**src/rtl/keypad_scan_hex_if.sv**
```systemverilog
// Key delivery bundle for keypad_scan_hex.
//   keyHex     : hex code of the accepted key (stable while keyValid=1)
//   keyValid   : keyHex holds an unconsumed key
//   keyReady   : consumer takes keyHex on a clock edge where keyValid=1
//   keyHeld    : a debounced key is currently held down
//   keyOverrun : one-cycle pulse when a new press is dropped
// master = keypad scanner side, slave = consumer side.
interface keypad_scan_hex_if;
  logic [3:0] keyHex;
  logic       keyValid;
  logic       keyReady;
  logic       keyHeld;
  logic       keyOverrun;

  modport master (output keyHex, output keyValid, output keyHeld,
                  output keyOverrun, input keyReady);
  modport slave  (input keyHex, input keyValid, input keyHeld,
                  input keyOverrun, output keyReady);
endinterface

```
**src/rtl/keypad_scan_hex.sv**
```systemverilog
// 4x4 matrix keypad scanner with frame-based debounce and valid/ready output.
//   clock   : system clock, rising edge
//   reset_n : asynchronous active-low reset
//   rowN    : keypad rows, active low, asynchronous to clock
//   colN    : keypad column drive, active low, one column at a time
//   key     : key delivery bundle (keyHex/keyValid/keyReady/keyHeld/keyOverrun)
module keypad_scan_hex #(
  parameter int unsigned f              = 100000000,
  parameter int unsigned SCAN_HZ        = 1000,
  parameter int unsigned DEBOUNCE_SCANS = 4
) (
  input  logic                      clock,
  input  logic                      reset_n,
  input  logic [3:0]                rowN,
  output logic [3:0]                colN,
  keypad_scan_hex_if.master         key
);

  localparam int unsigned COL_TICKS = f / SCAN_HZ;
  localparam int unsigned TW        = $clog2(COL_TICKS);
  localparam int unsigned CW        = $clog2(DEBOUNCE_SCANS + 1);
  localparam logic [TW-1:0] TICK_LAST = TW'(COL_TICKS - 1);
  localparam logic [CW-1:0] CNT_FULL  = CW'(DEBOUNCE_SCANS);
  localparam logic [CW-1:0] CNT_ONE   = CW'(1);

  typedef enum logic [1:0] {ST_IDLE, ST_CONFIRM, ST_PRESSED, ST_RELEASE} state_e;

  logic [3:0]    row_meta_q, row_sync_q;
  logic [TW-1:0] dwell_q;
  logic [1:0]    col_q;
  logic [11:0]   frame_q;
  state_e        state_q, state_d;
  logic [CW-1:0] cnt_q, cnt_d;
  logic [3:0]    cand_q, cand_d;
  logic [3:0]    hex_q;
  logic          valid_q, overrun_q;

  logic          tick, frame_done, accept;
  logic [15:0]   frame_now;
  logic [4:0]    hit_cnt;
  logic [3:0]    hit_idx, key_k;
  logic          is_none, is_single;

  function automatic logic [3:0] hex_of(input logic [3:0] idx);
    // idx = col*4 + row
    case (idx)
      4'd0:  hex_of = 4'h1;  4'd1:  hex_of = 4'h4;
      4'd2:  hex_of = 4'h7;  4'd3:  hex_of = 4'h0;
      4'd4:  hex_of = 4'h2;  4'd5:  hex_of = 4'h5;
      4'd6:  hex_of = 4'h8;  4'd7:  hex_of = 4'hF;
      4'd8:  hex_of = 4'h3;  4'd9:  hex_of = 4'h6;
      4'd10: hex_of = 4'h9;  4'd11: hex_of = 4'hE;
      4'd12: hex_of = 4'hA;  4'd13: hex_of = 4'hB;
      4'd14: hex_of = 4'hC;  default: hex_of = 4'hD;
    endcase
  endfunction

  assign tick       = (dwell_q == TICK_LAST);
  assign frame_done = tick && (col_q == 2'd3);
  assign colN       = ~(4'b0001 << col_q);

  // Column 3 is never stored: the frame is judged on the clock it is captured.
  assign frame_now  = {~row_sync_q, frame_q};

  always_ff @(posedge clock or negedge reset_n) begin
    if (!reset_n) begin
      row_meta_q <= '1;
      row_sync_q <= '1;
      dwell_q    <= '0;
      col_q      <= '0;
      frame_q    <= '0;
    end else begin
      row_meta_q <= rowN;
      row_sync_q <= row_meta_q;
      dwell_q    <= tick ? '0 : dwell_q + TW'(1);
      if (tick) begin
        col_q <= col_q + 2'd1;
        case (col_q)
          2'd0:    frame_q[3:0]  <= ~row_sync_q;
          2'd1:    frame_q[7:4]  <= ~row_sync_q;
          2'd2:    frame_q[11:8] <= ~row_sync_q;
          default: ;
        endcase
      end
    end
  end

  always_comb begin
    hit_cnt = '0;
    hit_idx = '0;
    for (int unsigned i = 0; i < 16; i++) begin
      if (frame_now[i]) begin
        hit_cnt = hit_cnt + 5'd1;
        hit_idx = i[3:0];
      end
    end
  end

  assign is_none   = (hit_cnt == 5'd0);
  assign is_single = (hit_cnt == 5'd1);
  assign key_k     = hex_of(hit_idx);

  always_comb begin
    state_d = state_q;
    cnt_d   = cnt_q;
    cand_d  = cand_q;
    accept  = 1'b0;
    if (frame_done) begin
      case (state_q)
        ST_IDLE: begin
          if (is_single) begin
            cand_d = key_k;
            if (DEBOUNCE_SCANS == 1) begin
              accept  = 1'b1;
              cnt_d   = '0;
              state_d = ST_PRESSED;
            end else begin
              cnt_d   = CNT_ONE;
              state_d = ST_CONFIRM;
            end
          end
        end
        ST_CONFIRM: begin
          if (is_single && key_k == cand_q) begin
            if (cnt_q + CW'(1) == CNT_FULL) begin
              accept  = 1'b1;
              cnt_d   = '0;
              state_d = ST_PRESSED;
            end else begin
              cnt_d = cnt_q + CW'(1);
            end
          end else begin
            cnt_d   = '0;
            state_d = ST_IDLE;
          end
        end
        ST_PRESSED: begin
          if (is_none) begin
            if (DEBOUNCE_SCANS == 1) begin
              cnt_d   = '0;
              state_d = ST_IDLE;
            end else begin
              cnt_d   = CNT_ONE;
              state_d = ST_RELEASE;
            end
          end
        end
        default: begin
          if (is_none) begin
            if (cnt_q + CW'(1) == CNT_FULL) begin
              cnt_d   = '0;
              state_d = ST_IDLE;
            end else begin
              cnt_d = cnt_q + CW'(1);
            end
          end else begin
            cnt_d   = '0;
            state_d = ST_PRESSED;
          end
        end
      endcase
    end
  end

  always_ff @(posedge clock or negedge reset_n) begin
    if (!reset_n) begin
      state_q <= ST_IDLE;
      cnt_q   <= '0;
      cand_q  <= '0;
    end else begin
      state_q <= state_d;
      cnt_q   <= cnt_d;
      cand_q  <= cand_d;
    end
  end

  // Accept always carries key_k: it only fires on SINGLE(cand).
  always_ff @(posedge clock or negedge reset_n) begin
    if (!reset_n) begin
      hex_q     <= '0;
      valid_q   <= 1'b0;
      overrun_q <= 1'b0;
    end else begin
      overrun_q <= 1'b0;
      if (accept) begin
        if (!valid_q) begin
          hex_q   <= key_k;
          valid_q <= 1'b1;
        end else if (key.keyReady) begin
          hex_q <= key_k;
        end else begin
          overrun_q <= 1'b1;
        end
      end else if (valid_q && key.keyReady) begin
        valid_q <= 1'b0;
      end
    end
  end

  assign key.keyHex     = hex_q;
  assign key.keyValid   = valid_q;
  assign key.keyOverrun = overrun_q;
  assign key.keyHeld    = (state_q == ST_PRESSED) || (state_q == ST_RELEASE);

endmodule

```
**src/flat_wrapper.sv**
```systemverilog
// flat-port wrapper written by rule: the top's interface ports become plain ports
module keypad_scan_hex_flat 
#(
  parameter int unsigned f              = 100000000,
  parameter int unsigned SCAN_HZ        = 1000,
  parameter int unsigned DEBOUNCE_SCANS = 4
)
  (clock, reset_n, rowN, colN, key_keyHex, key_keyValid, key_keyHeld, key_keyOverrun, key_keyReady);
  keypad_scan_hex_if key_i ();
  input  logic clock;
  input  logic reset_n;
  input  logic [3:0] rowN;
  output logic [3:0] colN;
  output wire logic [$bits(key_i.keyHex)-1:0] key_keyHex;
  output wire logic [$bits(key_i.keyValid)-1:0] key_keyValid;
  output wire logic [$bits(key_i.keyHeld)-1:0] key_keyHeld;
  output wire logic [$bits(key_i.keyOverrun)-1:0] key_keyOverrun;
  input wire logic [$bits(key_i.keyReady)-1:0] key_keyReady;
  assign key_keyHex = key_i.keyHex;
  assign key_keyValid = key_i.keyValid;
  assign key_keyHeld = key_i.keyHeld;
  assign key_keyOverrun = key_i.keyOverrun;
  assign key_i.keyReady = key_keyReady;
  keypad_scan_hex #(.f(f), .SCAN_HZ(SCAN_HZ), .DEBOUNCE_SCANS(DEBOUNCE_SCANS)) u_core (.clock(clock), .reset_n(reset_n), .rowN(rowN), .colN(colN), .key(key_i));
endmodule
```
**config.mk**
```make
export PLATFORM = sky130hd
export DESIGN_NAME = keypad_scan_hex_flat
export DESIGN_NICKNAME = d
export VERILOG_FILES = /design/src/rtl/keypad_scan_hex_if.sv /design/src/rtl/keypad_scan_hex.sv /design/src/flat_wrapper.sv
export SDC_FILE = /design/constraint.sdc
export NUM_CORES = 1
export LEC_CHECK = 0
export ABC_CLOCK_PERIOD_IN_PS = 18300
export CAP_MARGIN = 20
export CORE_ASPECT_RATIO = 0.75
export CORE_MARGIN = 5
export CORE_UTILIZATION = 67
export DETAILED_ROUTE_END_ITERATION = 10
export PLACE_DENSITY = 0.84
export SLEW_MARGIN = 20
export SYNTH_ARGS = -nofsm -noshare
export SYNTH_HDL_FRONTEND = slang
export SYNTH_SLANG_ARGS = --single-unit
```
**constraint.sdc**
```tcl
create_clock -name clock -period 18.3 [get_ports clock]
set_input_delay 2.745 -clock clock [delete_from_list [all_inputs] [get_ports clock]]
set_output_delay 2.745 -clock clock [all_outputs]
set_load 0.05 [all_outputs]
```
# Word-level counts from Yosys, hierarchy flattened
# Memories as Yosys holds them, arrays and structs flattened.
# Cells that the tools add are included.
dict set report totals {
  reg_bits 54
  rom_bits 64
  output_inout_bits 11
  mem_count 1
}
dict set report classes {
  addsub 18
  n_eq_ne 15
  n_shift 1
  muxes 56
  bitwise 2
  n_reduce_logical 15
}
# name depth word_bits rd rd_clocked_by_memory_dff write_ports line_no
set memory_table {}
lappend memory_table {{(name not given)} 16 4 1 0 0 keypad_scan_hex.sv:46} ;# case (idx)
# cell count
set ops {}
lappend ops {{two-way mux 5 bit} 15}
lappend ops {{adder 5 x 1 -> 5 bit, second input constant} 14}
lappend ops {{two-way mux 4 bit} 10}
lappend ops {{two-way mux 3 bit} 9}
lappend ops {{adder 17 x 1 -> 17 bit, second input constant} 1}
lappend ops {{== test 17 bit, second input constant} 1}
lappend ops {{two-way mux 17 bit} 1}
lappend ops {{two-way mux 2 bit} 8}
lappend ops {{two-way mux 1 bit} 11}
lappend ops {{case mux 3 bit (3 select lines)} 1}
lappend ops {{== test 2 bit, second input constant} 4}
lappend ops {{inverter 4 bit} 2}
lappend ops {{AND reduction 2 bit} 4}
lappend ops {{case mux 2 bit (3 select lines)} 1}
lappend ops {{AND reduction 3 bit} 2}
lappend ops {{== test 5 x 1 -> 1 bit, second input constant} 1}
lappend ops {{logical NOT 5 bit} 1}
lappend ops {{!= test 5 bit, second input constant} 1}
lappend ops {{AND reduction 5 bit} 1}
lappend ops {{== test 2 x 1 -> 1 bit, second input constant} 2}
lappend ops {{== test 4 bit} 1}
lappend ops {{logical NOT 2 bit} 2}
lappend ops {{!= test 2 x 1 -> 1 bit, second input constant} 2}
lappend ops {{<< shifter 1 x 2 -> 4 bit, first input constant} 1}
lappend ops {{9 further kinds} 11}

# Depth between registers and ports, before layout
# Gate-level depths: netlist of run 1.
dict set report logic_depth {
  depth_word 37
  mapped_depth 48
}

# Worst setup path after synthesis of run 1
# OpenSTA, ideal clock, no wires.
dict set report synth_path {
  path_type {reg2reg}
  startpoint {reg u_core.frame_q[0]}
  endpoint {reg u_core.hex_q[0], in the netlist u_core.key.keyHex[0]}
  arrival_ns 9.546
  t_required_ns 18.175
  slack_ns 8.629
  stages_incl_launch_ff 45
  period_less_slack_ns 9.671
  path_cell_list {dfrtp_1 -> inv_1 -> ha_1 -> xor2_2 -> ha_1 -> nand2_1 -> o21ai_0 -> ha_1 -> mux2_2 -> ha_1 -> nand2_1 -> or3b_2 -> ha_1 -> o32ai_1 -> inv_1 -> ha_1 -> nand2b_1 -> nand2_1 -> (+9 left out) -> ha_1 -> inv_1 -> a221oi_1 -> ha_1 -> mux2i_1 -> inv_1 -> ha_1 -> nor2_1 -> a21oi_1 -> ha_1 -> nor2b_1 -> a22oi_1 -> a2111oi_0 -> nand2_1 -> mux2i_1 -> mux2i_1 -> or3_4 -> mux2_4}
}
dict set report synth_via {
  elab_chain_len 37
}
# element line_no
set synth_lines {}
lappend synth_lines {{from (decl)} keypad_scan_hex.sv:31} ;# logic [11:0] frame_q;
lappend synth_lines {{from (signal assigned)} keypad_scan_hex.sv:79} ;# 2'd0: frame_q[3:0] <= ~row_sync_q;
lappend synth_lines {{two-way mux 1 bit *} keypad_scan_hex.sv:92} ;# if (frame_now[i]) begin
lappend synth_lines {{adder 1 x 1 -> 2 bit} keypad_scan_hex.sv:93} ;# hit_cnt = hit_cnt + 5'd1;
lappend synth_lines {{two-way mux 5 bit *} keypad_scan_hex.sv:92}
lappend synth_lines {{adder 5 x 1 -> 5 bit} keypad_scan_hex.sv:93}
lappend synth_lines {{two-way mux 5 bit *} keypad_scan_hex.sv:92}
lappend synth_lines {{adder 5 x 1 -> 5 bit} keypad_scan_hex.sv:93}
lappend synth_lines {{two-way mux 5 bit *} keypad_scan_hex.sv:92}
lappend synth_lines {{adder 5 x 1 -> 5 bit} keypad_scan_hex.sv:93}
lappend synth_lines {{(+21 left out)} --}
lappend synth_lines {{adder 5 x 1 -> 5 bit} keypad_scan_hex.sv:93}
lappend synth_lines {{two-way mux 5 bit *} keypad_scan_hex.sv:92}
lappend synth_lines {{== test 5 x 1 -> 1 bit *} keypad_scan_hex.sv:100} ;# assign is_single = (hit_cnt == 5'd1);
lappend synth_lines {{logical AND 1 bit *} keypad_scan_hex.sv:124} ;# if (is_single && key_k == cand_q) begin
lappend synth_lines {{two-way mux 1 bit *} keypad_scan_hex.sv:124}
lappend synth_lines {{two-way mux 1 bit *} keypad_scan_hex.sv:109} ;# case (state_q)
lappend synth_lines {{two-way mux 1 bit *} keypad_scan_hex.sv:108} ;# if (frame_done) begin
lappend synth_lines {{AND reduction 2 bit (no source line) *} --}
lappend synth_lines {{to (signal assigned)} keypad_scan_hex.sv:187} ;# hex_q <= key_k;
lappend synth_lines {{to (signal assigned)} keypad_scan_hex.sv:190} ;# hex_q <= key_k;
lappend synth_lines {{to (decl)} keypad_scan_hex.sv:35} ;# logic [3:0] hex_q;
# Every way passes the cells marked *; elsewhere a longest branch is shown, timed or not.
# A chain may end at the register's enable or synchronous reset.

# Worst setup path in the final report of run 1
# Ends and elaborated chain as after synthesis.

==> out/qor.yml, run 1 <==
status: "finished, final reports clean"
fp.dieW_um: 102
cts-htree-levels: 2
ys_seq_area_share_pct: 32.2
clock_skew_ns: 0.00632
ys_warn_count: 0
finalSetupTns_ns: 0
irDropWorstVdd_uv: 43.8
drtPass1Iterations: 5
dp_hpwl_um: 6380
top_layer: "met4"
cts_setup_buffers: 0
finalHoldViolCount: 0
ys.flop_type: "dfrtp_1"
cts_tree: "built"
max_cap_viol_count: 0
finalCriticalPeriod_ns: 10.73
dr_wl_met2_um: 3970
cts-root-buf: "clkbuf_8"
synth_area_per_cell_sq_um: 8.91
grt_overflow: 0
netlist-cell-type-count: 65
syn_nets: 505
p_per_area_mw_per_mm2: 45.0
gp_congestion: 0.827
design.core.area_sq_mm: 0.00622
synth_most_common_cell: "nand2_1"
multi_input_area_sq_mm: 0.00268
wl_met1_um: 4060
start_util_pct: 67.8
grt_use_total_pct: 22.6
critPathCaptureType: "register"
grt_pass1_vias: 3177
syn_inst: 474
n_antenna_cell: 0
fin_crit_sh_pct: 58.7
fmax_mhz: 93.2
wl_um: 8400
wl_per_cell_um: 14.9
pin_count: 18
grt_pass1_wl_um: 14800
slew_viol_final: 0
worstSetupStartpointType: "register"
vias: 3323
yosysTopAreaCellShare_pct: 27.3
hp-class: "register to register"
portBuffers: 17
ys_async_sr_fraction_pct: 100
num-fill-cells: 463
clockBufferDepth: 2
dieHeight_um: 78.7
cp_slowest_stage_delay_ns: 0.73
worstMarginPinSlew_ns: 0.769
nets: 513
drc: 0
syn_to_final_growth_pct: 7.05
die_area_sq_mm: 0.00800
drive_gt1_share_pct: 8.90
synth_area_leaders: "dfrtp_1 27%, ha_1 7.1%, xnor2_1 6.6%"
regArea_sq_mm: 0.00136
wl_met3_um: 283
fin_ws_ns: 7.57
rsz0062_at_grt: "false"
via_per_inst: 5.89
grt_max_degree: 55
synth_area_sq_mm: 0.00422
final_antenna_net_count: 0
synth_common_cells: "62 x nand2_1, 46 x dfrtp_1, 39 x nor2_1"
cts_inserted_buffers: 5
worst_path_most_repeated_cell: "ha_1"
synth-edff-count: 0
clk_latency_ns: 0.30
ys_ff_latch: 54
cp_slowest_cell: "a2111oi_0"
core.rowCount: 25
grt_antenna_before_repair: 0
path_class: "register to register"
cts.sinks: 54
yosys.area.top_type: "dfrtp_1"
cp.required_ns: 18.49
slew_headroom_pct: 47.4
first_iter_violations: 206
path_clk_slew_ns: 0.09
cp_max_fo: 8
p_leak_uw: 0.00206
ctsHoldBuffers: 0
dp_slack_ns: 7.66
cts_resized: 0
arrival_ns: 10.92
setup_viol: 0
[worst max-delay path: cells and delay by family (launching register included)]
family	cells	cell delay [ns]
AO/OA/AOI/OAI	9	2.26
XOR/XNOR	1	0.27
adder cells (fa/ha/maj)	13	3.97
buffers and inverters	4	0.25
flip-flops	1	0.38
multiplexers	6	1.80
AND/OR/NAND/NOR	10	1.66
[path summary, 6_finish.rpt]
kind | from | end | slack [ns] | cells past startpoint
worst max-delay path | u_core.frame_q[0] | u_core.key.keyHex[0] | 7.57 | 43
worst min-delay path | u_core.row_meta_q[3] | u_core.row_sync_q[3] | 0.36 | 0
worst max register to register | u_core.frame_q[0] | u_core.key.keyHex[0] | 7.57 | 43
worst min register to register | u_core.row_meta_q[3] | u_core.row_sync_q[3] | 0.36 | 0
max in group asynchronous | reset_n | u_core.key.keyHex[0] | 15.30 | 2
min in group asynchronous | reset_n | u_core.dwell_q[16] | 2.54 | 2
[area by class of cell]
cell class / count / share of cell area (%)
clock buffers: 6 / 1.61
clock inverters: 2 / 0.305
inverters: 29 / 2.41
multi-input cells: 373 / 59.3
flip-flops and latches: 54 / 30.1
well taps: 81 / 2.24
repair buffers: 19 / 3.99
[sequential cells by signal, indices dropped and copies added, names as in the netlist]
register	count
u_core.cand_q	4
u_core.cnt_q	3
u_core.col_q	2
u_core.dwell_q	17
u_core.frame_q	12
u_core.key.keyHex	4
u_core.key.keyOverrun	1
u_core.key.keyValid	1
u_core.row_meta_q	4
u_core.row_sync_q	4
u_core.state_q	2
[cell usage in the layout, fill, tap and decap left out, drive strengths merged, types with 6 or more instances in the layout]
| cell type | instances |
|---|---|
| nand2 | 62 |
| dfrtp | 46 |
| nor2 | 39 |
| xnor2 | 33 |
| inv | 30 |
| o21ai | 29 |
| xor2 | 26 |
| ha | 24 |
| nand3 | 18 |
| a21oi | 17 |
| clkdlybuf4s50 | 16 |
| nor3 | 11 |
| mux2 | 10 |
| dfstp | 8 |
| xnor3 | 8 |
| mux2i | 7 |
| nor2b | 7 |
| nand4 | 7 |
| clkbuf | 6 |
[cell families (layout without fill, tap and decap cells)]
kind of cell | after synthesis | after routing | synth area share [%]
multiplexers | 17 | 17 | 4.68
flip-flops | 54 | 54 | 32.2
buffers and inverters | 47 | 56 | 4.24
AND/OR/NAND/NOR | 183 | 183 | 22.0
adder cells (fa/ha/maj) | 24 | 24 | 7.11
AO/OA/AOI/OAI | 81 | 81 | 12.1
XOR/XNOR | 68 | 68 | 17.6
[routing by layer]
layer | vias to the layer above | GRT usage (%)
met1 | 1568 | 32.7
met2 | 70 | 35.6
met3 | 12 | 3.16
li1 | 1673 | -
met5 | - | 0
met4 | 0 | 6.37
[power by group]
group	internal [uW]	total (uW)	switching, uW
clock network	27.3	65.1	37.7
registers	121	123	1.79
logic	5.91	15.4	9.48
[through the flow]
step	area (sq um)	instances	hold WS, ns	util (%)	power [uW]
after floorplan	4220	474	0.345	-	134
after global placement	4430	556	0.345	71.2	140
after detailed placement	4430	556	0.347	71.2	140
after CTS	4520	564	0.360	72.6	206
after global routing	4520	564	0.363	72.6	214
final	4520	564	0.360	72.6	203
(Power assumes the default switching activity.)
==> run 2: changes to the inputs <==
--- a/config.mk
+++ b/config.mk
@@ -5,13 +5,13 @@
 export SDC_FILE = /design/constraint.sdc
 export NUM_CORES = 1
 export LEC_CHECK = 0
-export ABC_CLOCK_PERIOD_IN_PS = 18300
+export ABC_CLOCK_PERIOD_IN_PS = 9900
 export CAP_MARGIN = 20
 export CORE_ASPECT_RATIO = 0.75
 export CORE_MARGIN = 5
-export CORE_UTILIZATION = 67
+export CORE_UTILIZATION = 62
 export DETAILED_ROUTE_END_ITERATION = 10
-export PLACE_DENSITY = 0.84
+export PLACE_DENSITY = 0.78
 export SLEW_MARGIN = 20
 export SYNTH_ARGS = -nofsm -noshare
 export SYNTH_HDL_FRONTEND = slang
==> constraint.sdc (replaced) <==
create_clock -name clock -period 9.9 [get_ports clock]
set_input_delay 1.485 -clock clock [delete_from_list [all_inputs] [get_ports clock]]
set_output_delay 1.485 -clock clock [all_outputs]
set_load 0.05 [all_outputs]
==> out/qor.yml, run 2 (synthesis results as in run 1) <==
status: "finished, final reports clean"
finalCriticalPeriod_ns: 9.40  # -1.33 ns
top_regs: "u_core.dwell_q: 17 flops, u_core.frame_q: 12 flops"
path_class: "register to register"
p_clk_share_pct: 32.3  # +0.3 points
syn_to_final_growth_pct: 13.6
fin_crit_sh_pct: 95.0  # +36 points
cts_tree: "built"
design.core.area_sq_mm: 0.00673  # +8.2%
largest_reg_flops: 17  # unchanged
via_per_inst: 5.87  # -0.42%
grt_pass1_wl_um: 14700  # -0.84%
grt_antenna_before_repair: 0  # unchanged
final_cell_mix: "61 x nand2_1, 46 x dfrtp_1, 37 x nor2_1, 32 x xnor2_1, 28 x inv_1"
cp_slowest_cell: "or4_1"
cts-htree-levels: 2  # unchanged
swShare_pct: 25.3  # +1.2 points
gp_congestion: 0.821  # -0.77%
first_iter_violations: 176  # -15%
clockBufferDepth: 2  # unchanged
drc: 0  # unchanged
final_antenna_net_count: 0  # unchanged
fp.dieW_um: 105  # +3.6%
irDropWorstVdd_uv: 78.0  # +78%
path_buf_inv: 6  # +2
start_util_pct: 62.7  # -5.1 points
clock_skew_ns: 0.00489  # -0.00143 ns
grt_use_total_pct: 20.6  # -2.1 points
core.rowCount: 26  # +4.0%
portBuffers: 17  # unchanged
grt_max_degree: 55  # unchanged
p_leak_uw: 0.00214  # +3.9%
utilization_pct: 71.2  # -1.4 points
ctsHoldBuffers: 0  # unchanged
layout_commonest_cell: "nand2_1"
cts-root-buf: "clkbuf_8"
cp_max_fo: 5  # -3
slew_headroom_pct: 47.5  # +0.13 points
cp_slowest_stage_delay_ns: 0.49  # -0.24 ns
setup_viol: 0  # unchanged
p_comb_share_pct: 8.6  # +1.0 points
fin_ws_ns: 0.497  # -7.07 ns
path_delay_family: "adder cells"
worst_path_most_repeated_cell: "ha_1"
worstSetupStartpointType: "register"
dieHeight_um: 81.5  # +3.4%
cts.sinks: 54  # unchanged
cp.required_ns: 10.15  # -8.34 ns
wl_per_cell_um: 15.2  # +1.9%
top_register: "u_core.dwell_q"
netSwitchingPower_uw: 97.4  # +99%
worstMarginPinSlew_ns: 0.777  # +0.00739 ns
dp_hpwl_um: 6270  # -1.6%
grt_pass1_vias: 3146  # -0.98%
wl_um: 8810  # +4.8%
p_int_uw: 287  # +86%
nets: 526  # +2.5%
p_per_area_mw_per_mm2: 80.2  # +78%
p_seq_share_pct: 59.1  # -1.3 points
arrival_ns: 9.65  # -1.27 ns
clk_latency_ns: 0.31  # about the same
pin_count: 18  # unchanged
drive_gt1_share_pct: 16.1  # +7.2 points
critPathCaptureType: "register"
num-fill-cells: 519  # +12%
slew_viol_final: 0  # unchanged
path_clk_slew_ns: 0.10  # about the same
die_area_sq_mm: 0.00858  # +7.1%
dp_slack_ns: -0.168  # -7.83 ns
max_cap_viol_count: 0  # unchanged
fmax_mhz: 106  # +14%
multi_input_area_sq_mm: 0.00285  # +6.4%
hp-class: "register to register"
vias: 3403  # +2.4%
n_antenna_cell: 0  # unchanged
finalHoldViolCount: 0  # unchanged
cts_inserted_buffers: 5  # unchanged
regArea_sq_mm: 0.00136  # unchanged
drtPass1Iterations: 4  # -1
grt_overflow: 0  # unchanged
==> run 2: through the flow <==
step	cell area, sq um	cells	setup TNS, ns	hold WS [ns]	total power (uW)
5_1_grt	4790	580	-0.645	0.366	401
4_1_cts	4590	574	0	0.362	382
6_report	4790	580	0	0.362	384
3_5_place_dp	4480	565	-1.29	0.348	261
2_1_floorplan	4220	474	0	0.345	248
3_3_place_gp	4480	565	0	0.345	260
==> run 2: timing repair <==
item / CTS / global route
setup endpoints to repair: 11 / 15
buffers inserted: 1 / 6
endpoints found under the hold margin: 0 / 0
gates resized for setup: 4 / 29
pin swaps: 1 / 10
==> run 2: final timing paths <==
kind / startpoint / to / slack, ns / cells past startpoint
min in group asynchronous: reset_n / u_core.dwell_q[16] / 1.28 / 2
max in group asynchronous: reset_n / u_core.dwell_q[12] / 8.19 / 2
max reg2reg: u_core.frame_q[0] / u_core.cnt_q[1] / 0.50 / 46
min: u_core.row_meta_q[3] / u_core.row_sync_q[3] / 0.36 / 0
max: u_core.frame_q[0] / u_core.cnt_q[1] / 0.50 / 46
min reg2reg: u_core.row_meta_q[3] / u_core.row_sync_q[3] / 0.36 / 0
==> run 2: cell type report <==
| cell class | count | area share (%) |
|---|---|---|
| Inverter | 29 | 2.27 |
| Clock buffer | 5 | 1.44 |
| Clock inverter | 3 | 0.391 |
| Sequential cell | 54 | 28.4 |
| Timing Repair Buffer | 32 | 5.79 |
| Multi-Input combinational cell | 373 | 59.5 |
| Tap cell | 84 | 2.19 |
==> run 2: power by group through the flow <==
| stage | Clock (uW) | Combinational [uW] | Sequential (uW) |
|---|---|---|---|
| after floorplan | 0 | 19.6 | 228 |
| after global placement | 0 | 28.7 | 231 |
| after detailed placement | 0 | 29.6 | 231 |
| after CTS | 125 | 29.9 | 227 |
| after global routing | 137 | 36.7 | 228 |
| final | 124 | 33.1 | 227 |
==> run 2: worst reg2reg max path, delay by kind of cell, from the launching register on <==
family / cells / cell delay, ns
AOI/OAI and AO/OA: 9 / 1.44
xor gates and xnor gates: 1 / 0.15
muxes: 5 / 1.07
adders and majority gates: 13 / 3.69
buffers and inverters: 6 / 0.69
DFF: 1 / 0.41
and+or+nand+nor: 12 / 1.87
==> run 2: metal layers <==
layer	up-vias	wire [um]	track usage, %
met5	-	0	0
met4	0	143	4.46
met3	17	251	2.67
met2	58	4050	33.1
met1	1628	4360	30.0
li1	1700	-	-
==> run 3: changes to the inputs <==
--- a/config.mk
+++ b/config.mk
@@ -10,6 +10,7 @@
 export CORE_ASPECT_RATIO = 0.75
 export CORE_MARGIN = 5
 export CORE_UTILIZATION = 62
+export CTS_CLUSTER_DIAMETER = 40
 export DETAILED_ROUTE_END_ITERATION = 10
 export PLACE_DENSITY = 0.78
 export SLEW_MARGIN = 20
==> results of run 3 <==
Same layout as run 2: the final DEF is identical, and so are final timing and power.
